[config.mk]
export PLATFORM = sky130hd
export DESIGN_NAME = core_clk_stepper
export DESIGN_NICKNAME = d
export VERILOG_FILES = /design/src/rtl/core_clk_stepper.sv
export SDC_FILE = /design/constraint.sdc
export NUM_CORES = 1
export LEC_CHECK = 0
export CAP_MARGIN = 5
export CORE_UTILIZATION = 34
export DETAILED_ROUTE_END_ITERATION = 6
export HOLD_SLACK_MARGIN = 0.02
export PLACE_DENSITY = 0.74
export SLEW_MARGIN = 20
export SYNTH_ARGS = -nofsm -noshare
export SYNTH_HDL_FRONTEND = slang
export SYNTH_SLANG_ARGS = --single-unit
[constraint.sdc]
create_clock -name clk -period 2.1 [get_ports clk]
set_input_delay 0.21 -clock clk [delete_from_list [all_inputs] [get_ports clk]]
set_output_delay 0.21 -clock clk [all_outputs]
set_load 0.005 [all_outputs]
[src/rtl/core_clk_stepper.sv]
// Clock-enable generator for a soft core: halt/run/single-step/trap-stop with a debounced step
// button and an LED probe display. Define STEP_CNT_EN to add a 32-bit issued-tick counter.
module core_clk_stepper #(
  parameter int DIV_W      = 16,
  parameter int DEB_CYCLES = 50000,
  parameter int NCH        = 4,
  parameter int CH_W       = 32,
  parameter int LED_W      = 12,
  localparam int SEL_W     = (NCH > 1) ? $clog2(NCH) : 1
) (
  input  logic                clk,
  input  logic                resetn,
  input  logic [1:0]          mode_i,
  input  logic [DIV_W-1:0]    div_i,
  input  logic                step_btn_i,
  input  logic                trap_i,
  input  logic [NCH*CH_W-1:0] ch_i,
  input  logic [SEL_W-1:0]    ch_sel_i,
  output logic                tick_o,
  output logic                halted_o,
  output logic                trapped_o,
  output logic [LED_W-1:0]    led_o,
  output logic [31:0]         tick_cnt_o
);

  localparam int DEB_W = $clog2(DEB_CYCLES + 1);
  localparam logic [DEB_W-1:0] DEB_LAST = DEB_W'(DEB_CYCLES - 1);
  localparam int LW = (LED_W < CH_W) ? LED_W : CH_W;

  localparam logic [1:0] MODE_RUN  = 2'b01;
  localparam logic [1:0] MODE_STEP = 2'b10;

  typedef enum logic [1:0] {S_IDLE, S_RUN, S_STEP, S_TRAP} state_e;

  state_e           state_q, state_d;
  logic [DIV_W-1:0] cnt_q, cnt_d;
  logic             tick_q, tick_d;
  logic [1:0]       sync_q;
  logic             stable_q, stable_d;
  logic             stable_prev_q;
  logic [DEB_W-1:0] deb_cnt_q, deb_cnt_d;
  logic [LED_W-1:0] led_q, led_d;
  logic             press;

  // Debounce: the stable level flips only after DEB_CYCLES consecutive differing samples.
  always_comb begin
    stable_d  = stable_q;
    deb_cnt_d = '0;
    if (sync_q[1] != stable_q) begin
      if (deb_cnt_q == DEB_LAST) begin
        stable_d = sync_q[1];
      end else begin
        deb_cnt_d = deb_cnt_q + DEB_W'(1);
      end
    end
  end

  assign press = stable_q & ~stable_prev_q;

  always_comb begin
    state_d = state_q;
    cnt_d   = cnt_q;
    tick_d  = 1'b0;
    case (state_q)
      S_IDLE: begin
        if (mode_i == MODE_RUN) begin
          state_d = S_RUN;
          cnt_d   = '0;
        end else if (mode_i == MODE_STEP && press) begin
          state_d = S_STEP;
          tick_d  = 1'b1;
        end
      end
      S_STEP: state_d = S_IDLE;
      S_RUN: begin
        // Trap wins over a tick due in the same cycle.
        if (trap_i) begin
          state_d = S_TRAP;
          cnt_d   = '0;
        end else if (mode_i != MODE_RUN) begin
          state_d = S_IDLE;
          cnt_d   = '0;
        end else if (cnt_q >= div_i) begin
          tick_d = 1'b1;
          cnt_d  = '0;
        end else begin
          cnt_d = cnt_q + DIV_W'(1);
        end
      end
      S_TRAP: begin
        if (mode_i != MODE_RUN && mode_i != MODE_STEP) state_d = S_IDLE;
      end
      default: state_d = S_IDLE;
    endcase
  end

  always_comb begin
    led_d = '0;
    for (int k = 0; k < NCH; k++) begin
      if (ch_sel_i == SEL_W'(k)) led_d[LW-1:0] = ch_i[k*CH_W +: LW];
    end
  end

  always_ff @(posedge clk or negedge resetn) begin
    if (!resetn) begin
      state_q       <= S_IDLE;
      cnt_q         <= '0;
      tick_q        <= 1'b0;
      sync_q        <= '0;
      stable_q      <= 1'b0;
      stable_prev_q <= 1'b0;
      deb_cnt_q     <= '0;
      led_q         <= '0;
    end else begin
      state_q       <= state_d;
      cnt_q         <= cnt_d;
      tick_q        <= tick_d;
      sync_q        <= {sync_q[0], step_btn_i};
      stable_q      <= stable_d;
      stable_prev_q <= stable_q;
      deb_cnt_q     <= deb_cnt_d;
      led_q         <= led_d;
    end
  end

  assign tick_o    = tick_q;
  assign halted_o  = (state_q == S_IDLE) || (state_q == S_TRAP);
  assign trapped_o = (state_q == S_TRAP);
  assign led_o     = led_q;

`ifdef STEP_CNT_EN
  logic [31:0] tick_cnt_q;

  always_ff @(posedge clk or negedge resetn) begin
    if (!resetn) begin
      tick_cnt_q <= '0;
    end else if (tick_q) begin
      tick_cnt_q <= tick_cnt_q + 32'd1;
    end
  end

  assign tick_cnt_o = tick_cnt_q;
`else
  assign tick_cnt_o = '0;
`endif

  // Probe bits above the displayed width are intentionally ignored.
  logic unused_ch;
  assign unused_ch = ^ch_i;

endmodule

==> results of run 1 <==
registers in the layout (all words and copies together) (netlist names):
register and count:
sync_q 2, state_q 2, cnt_q 16, led_o 12, deb_cnt_q 16, tick_o 1
stable_q 1, stable_prev_q 1
where the power goes:
group | internal [mW] | switching (mW)
logic | 0.400 | 0.330
clock network | 0.301 | 0.311
registers | 1.04 | 0.0367
final cells by class:
cell class | instances | area (µm²) | area share [%]
clock buffers | 8 | 100 | 2.21
multi-input cells | 239 | 1810 | 39.9
inverters | 27 | 101 | 2.24
well taps | 129 | 161 | 3.57
repair buffers | 112 | 1080 | 23.8
flip-flops and latches | 51 | 1280 | 28.2
critical path: stages (launching register included):
cell and delay, ns:
dfrtp_2 0.45, ha_4 0.28, nand4_1 0.11, or4_4 0.56, a31oi_4 0.19, nor4_4 0.07, buf_12 0.19, a31oi_2 0.16
mux2i_1 0.10
worst paths after layout:
check                           start        end  depth (start not counted)
setup / recovery             cnt_q[6]  cnt_q[11]                          8
hold / removal             step_btn_i  sync_q[0]                          1
setup reg to reg             cnt_q[6]  cnt_q[11]                          8
hold reg to reg             sync_q[0]  sync_q[1]                          0
max in group asynchronous      resetn  led_o[11]                          3
min in group asynchronous      resetn  cnt_q[13]                          2
kinds of logic (layout without fill, tap and decap cells):
| family | count (synthesis) | after routing | synth area share [%] |
|---|---|---|---|
| buf+inv | 68 | 147 | 12.0 |
| compound gates | 34 | 34 | 6.76 |
| flops | 51 | 51 | 39.2 |
| fa+ha+maj | 23 | 23 | 8.83 |
| xor+xnor | 15 | 15 | 4.03 |
| other cells | 1 | 32 | 0.115 |
| simple gates | 116 | 116 | 18.6 |
| mux | 19 | 19 | 10.5 |
per-layer routing:
metal	track usage (%)	routed length (µm)	vias to the layer above
met5	0	0	-
met4	5.88	185	0
met3	3.83	478	13
met2	29.4	3900	102
met1	16.7	2800	1280
li1	-	-	1304
per-stage QoR:
stage / TNS [ns] / power [mW] / hold WS, ns / instances / instance area, µm²
final: -1.38 / 2.42 / 0.345 / 566 / 4530
after global routing: -2.74 / 2.57 / 0.328 / 566 / 4530
after CTS: -0.883 / 2.45 / 0.332 / 565 / 4500
after detailed placement: -7.59 / 1.82 / 0.203 / 556 / 4330
after global placement: -5.20 / 1.79 / 0.203 / 556 / 4330
after floorplan: -0.0163 / 1.47 / -0.0856 / 358 / 3390
what timing repair did:
item                                    CTS  global route
resized for setup                         9             3
hold buffers                              1             0
pin swaps                                 2             0
endpoints found under the hold margin    19             0
endpoints found under the setup margin   17            17
buffers inserted                          0             1
placed cells by master (no fill, tap or decap), drive strengths merged, types with 4 or more instances in the layout:
master	n
clkdlybuf4s50	85
dfrtp	51
conb	32
nor2	28
nand2	28
inv	27
buf	26
ha	23
nand3	16
a31oi	16
nand4	13
and3	12
mux4	12
xor2	8
clkbuf	8
xnor2	7
mux2i	6
nor3	5
nand3b	4
a21oi	4
o21ai	4
==> summary.txt, run 1 <==
GRT
  – Initial antenna violation count: 0
  – Largest net degree at the start of global routing: 33
  – First-pass GRT wire length: between 10 and 15 mm
  – Gr ovfl total: 0
  – Vias in the first global route: ~2700
  – Gr usage total: between 10% and 20%

Routing
  – Final ANT Viol Nets: 0
  – DR DRC count: 0
  – Routed WL: 7.36 mm
  – Avg WL per Cell: between 10 and 15 µm
  – Drt first pass iters: 4
  – Via Count: 2699
  – Post-DR vias/cell: roughly 4.8
  – Drt first-iter violations: between 90 and 100

Worst hold path
  – Min-delay worst type: in -> reg

Synthesis
  – EDFF count, synth: 0
  – Average cell area after synthesis: roughly 10 µm²
  – Sequential area share after synthesis: between 30% and 40%
  – Synth top area share: between 30% and 40%
  – #FFs+latches synth: 51
  – Synth cell types: 43
  – Async S/R FF share, synth: 100%
  – Synth area leader: dfrtp_1
  – Synth top area cells: dfrtp_1 (39%), ha_1 (8.8%), mux4_2 (8.3%)
  – Post-Synthesis Cells: between 300 and 400
  – Most common cell in the netlist: dfrtp_1
  – Top_reg_cell synth: dfrtp_1
  – Top cells by count, synth: dfrtp_1 (51), buf_4 (32), nor2_1 (28)
  – Synth warn: 0
  – Post-synthesis cell area: ~3300 µm²

Final layout
  – Finished Core Util: just under 50%
  – Diode count: 0
  – Share of layout cells above drive strength 1: between 10% and 20%
  – Fin nets: 611
  – Syn-to-layout area delta: 38.9%
  – Fillers: approximately 830

STA
  – Worst-Margin Slew: roughly 0.53 ns
  – Max Clk Rate: about 450 MHz
  – Crit path time final: 2.23 ns
  – Finish-stage setup viols: 17
  – Post-route setup slack: -0.131 ns
  – Slew margin rel.: between 60 and 70%
  – RSZ-0062 raised after global routing: true
  – Final Cycle Share: 106%
  – Final-report hold violation count: 0
  – Max-slew violation count: 0
  – Clock Skew: 0.00737 ns

Outcome
  – Failing checks: negative setup slack
  – Status: finished, violations left

Clock network
  – H-tree depth: 2
  – CTS tree: done
  – Clk sinks: between 50 and 60
  – Total CTS buffers: 5
  – Clk_lat worst skew: approximately 0.3 ns
  – Clk buf depth: 2
  – Clock root buffer: clkbuf_8
  – Clock Pin Slew Worst Setup and Hold Paths: about 0.090 ns

Power
  – P per Cell Area: about 540 nW/µm²
  – Pleak: a little over 2 nW
  – Max IR drop VDD: between 0.2 and 0.3 mV

Placed design
  – Routability congestion estimate: between 0.7 and 0.8
  – Pre-CTS setup slack: -0.487 ns
  – Buffers on Ports: 86
  – Detailed placement HPWL: between 5 and 6 mm

Setup path
  – CP max FO: 28
  – Critical path class: reg -> reg
  – Crit path arrival time: 2.42 ns
  – CP required: between 2 and 2.5 ns
  – Crit. End Element: register
  – R2R setup slack: -0.13 ns
  – Worst setup SP type: register

Job
  – Max_cap viols: 0

Floorplanning
  – Die height: 99.9 µm
  – Die X: roughly 100 µm
  – Rows: 35
  – Die area: roughly 10000 µm²
  – IO Pins: 199
  – Core ar.: approximately 9200 µm²
  – Initial Util: between 30% and 40%
Power figures use the tool's default switching activity.
==> run 2: changes to the inputs <==
Settings changed: TNS_END_PERCENT set to 20.
==> run 2 against run 1 <==
The run still ends with negative setup slack left. Via count rose by 0.19%. Worst setup slack improved by 0.0049 ns. Die area did not move. Critical path type unchanged. Clock skew shrank 0.0012 ns. Clock power hardly changed. Register-to-register slack barely moved.
==> summary.txt, run 2 (synthesized netlist as in run 1, its figures left out) <==
Routing
  – DR DRC count: 0
  – Avg WL per Cell: 13.0 µm
  – Drt first-iter violations: approximately 130
  – Drt first pass iters: 4
  – Routed WL: ~7.4 mm
  – Via Count: 2704
  – Post-DR vias/cell: roughly 4.8
  – Final ANT Viol Nets: 0

STA
  – Finish-stage setup viols: 17
  – RSZ-0062 raised after global routing: true
  – Max-slew violation count: 0
  – Post-route setup slack: -0.126 ns
  – Final Cycle Share: 106%
  – Max Clk Rate: between 400 and 500 MHz
  – Slew margin rel.: around 64%
  – Final-report hold violation count: 0
  – Worst-Margin Slew: about 0.54 ns
  – WHS: around 0.34 ns
  – Clock Skew: 0.00621 ns
  – Crit path time final: 2.23 ns

Floorplanning
  – Die X: between 90 and 100 µm
  – Die area: around 10000 µm²
  – IO Pins: 199
  – Rows: 35
  – Die height: 99.9 µm
  – Initial Util: about a third
  – Core ar.: 9240 µm²

GRT
  – Vias in the first global route: ~2700
  – GR Layer Usage met3: under 10%
  – First-pass GRT wire length: about 12 mm
  – Met2 GRT Util: between 20% and 30%
  – Initial antenna violation count: 0
  – Met1 capacity usage during global routing: around 17%
  – Gr busiest metal: met2
  – Gr usage total: between 10% and 20%
  – Gr ovfl total: 0
  – Largest net degree at the start of global routing: 33

Final layout
  – Commonest non-fill, non-tap cell in the layout: clkdlybuf4s50_1
  – Diode count: 0
  – Finished Core Util: 49.0%
  – Most frequent cells in the layout: clkdlybuf4s50_1 (85), dfrtp_1 (50), conb_1 (32)
  – Post-route cell area: ~4500 µm²
  – Share of layout cells above drive strength 1: 14.2%
  – Fin nets: around 610
  – Syn-to-layout area delta: 38.9%

Worst hold path
  – Min-delay worst type: in -> reg

Clock network
  – Clock root buffer: clkbuf_8
  – Clk buf depth: 2
  – CTS tree: done
  – Clk sinks: a little over 50
  – Clock Pin Slew Worst Setup and Hold Paths: about 0.09 ns
  – Total CTS buffers: 5
  – Clk_lat worst skew: around 0.30 ns
  – H-tree depth: 2

Outcome
  – Status: finished, violations left
  – Failing checks: negative setup slack

Setup path
  – CP max FO: 28
  – Worst setup SP type: register
  – Critical path class: reg -> reg
  – Crit path arrival time: between 2 and 2.5 ns
  – CP required: approximately 2.3 ns
  – Crit. End Element: register

Placed design
  – Buffers on Ports: 86
  – Placed Area: 4330 µm²
  – Detailed placement HPWL: 5.75 mm
  – Routability congestion estimate: between 0.7 and 0.8

Power
  – Max IR drop VDD: just under 0.3 mV
  – P per Cell Area: 535 nW/µm²
  – Pleak: between 2 and 2.5 nW

Job
  – Max_cap viols: 0
==> run 2: worst paths after layout <==
path                                 start  slack, ns   endpoint  depth (start not counted)
worst max-delay path              cnt_q[6]      -0.13   cnt_q[9]                          8
worst min-delay path            step_btn_i       0.34  sync_q[0]                          1
worst max register to register    cnt_q[6]      -0.13   cnt_q[9]                          8
worst min register to register   sync_q[0]       0.35  sync_q[1]                          0
max in group asynchronous           resetn       1.18  led_o[11]                          3
min in group asynchronous           resetn       0.39  cnt_q[13]                          2
==> run 2: timing repair <==
action                                  4_1_cts  5_1_grt
endpoints found under the hold margin        19        0
buffers inserted                              0        1
endpoints found under the setup margin       17       17
pin swaps                                     6        3
resized for setup                             9        3
hold buffers                                  1        0
==> run 2: cell type report <==
cell class / instances / area (µm²)
fill: 833 / 4710
multi-input combinational: 239 / 1810
sequential: 51 / 1280
timing repair buffer: 112 / 1080
tap: 129 / 161
inverter: 27 / 101
clock buffer: 8 / 100
==> run 2: power by group <==
group	switching, mW	internal (mW)	leakage (nW)
clock network	0.312	0.301	0.0515
registers	0.0368	1.04	0.672
logic	0.330	0.400	1.30
total	0.678	1.74	2.02
==> run 2: metrics by stage <==
stage | total power, mW | TNS [ns] | setup slack, ns | std cells
2_1_floorplan | 1.47 | -0.0163 | -0.0130 | 358
3_3_place_gp | 1.79 | -5.20 | -0.344 | 556
3_5_place_dp | 1.82 | -7.59 | -0.487 | 556
4_1_cts | 2.45 | -0.737 | -0.0905 | 565
5_1_grt | 2.57 | -2.59 | -0.200 | 566
6_report | 2.42 | -1.23 | -0.126 | 566
==> run 2: worst max-delay path: stages (launching register included) <==
cell and delay (ns):
dfrtp_2 0.45, ha_4 0.28, nand4_1 0.11, or4_4 0.56, a31oi_4 0.19, nor4_4 0.07, buf_12 0.19, a31oi_1 0.17
mux2i_1 0.09
==> run 2: metal layers <==
| metal | vias up | routed length [µm] | share of wire (%) |
|---|---|---|---|
| met1 | 1270 | 2820 | 38 |
| met5 | - | 0 | 0 |
| met2 | 111 | 3880 | 53 |
| li1 | 1310 | - | - |
| met4 | 0 | 185 | 2.5 |
| met3 | 13 | 498 | 6.8 |
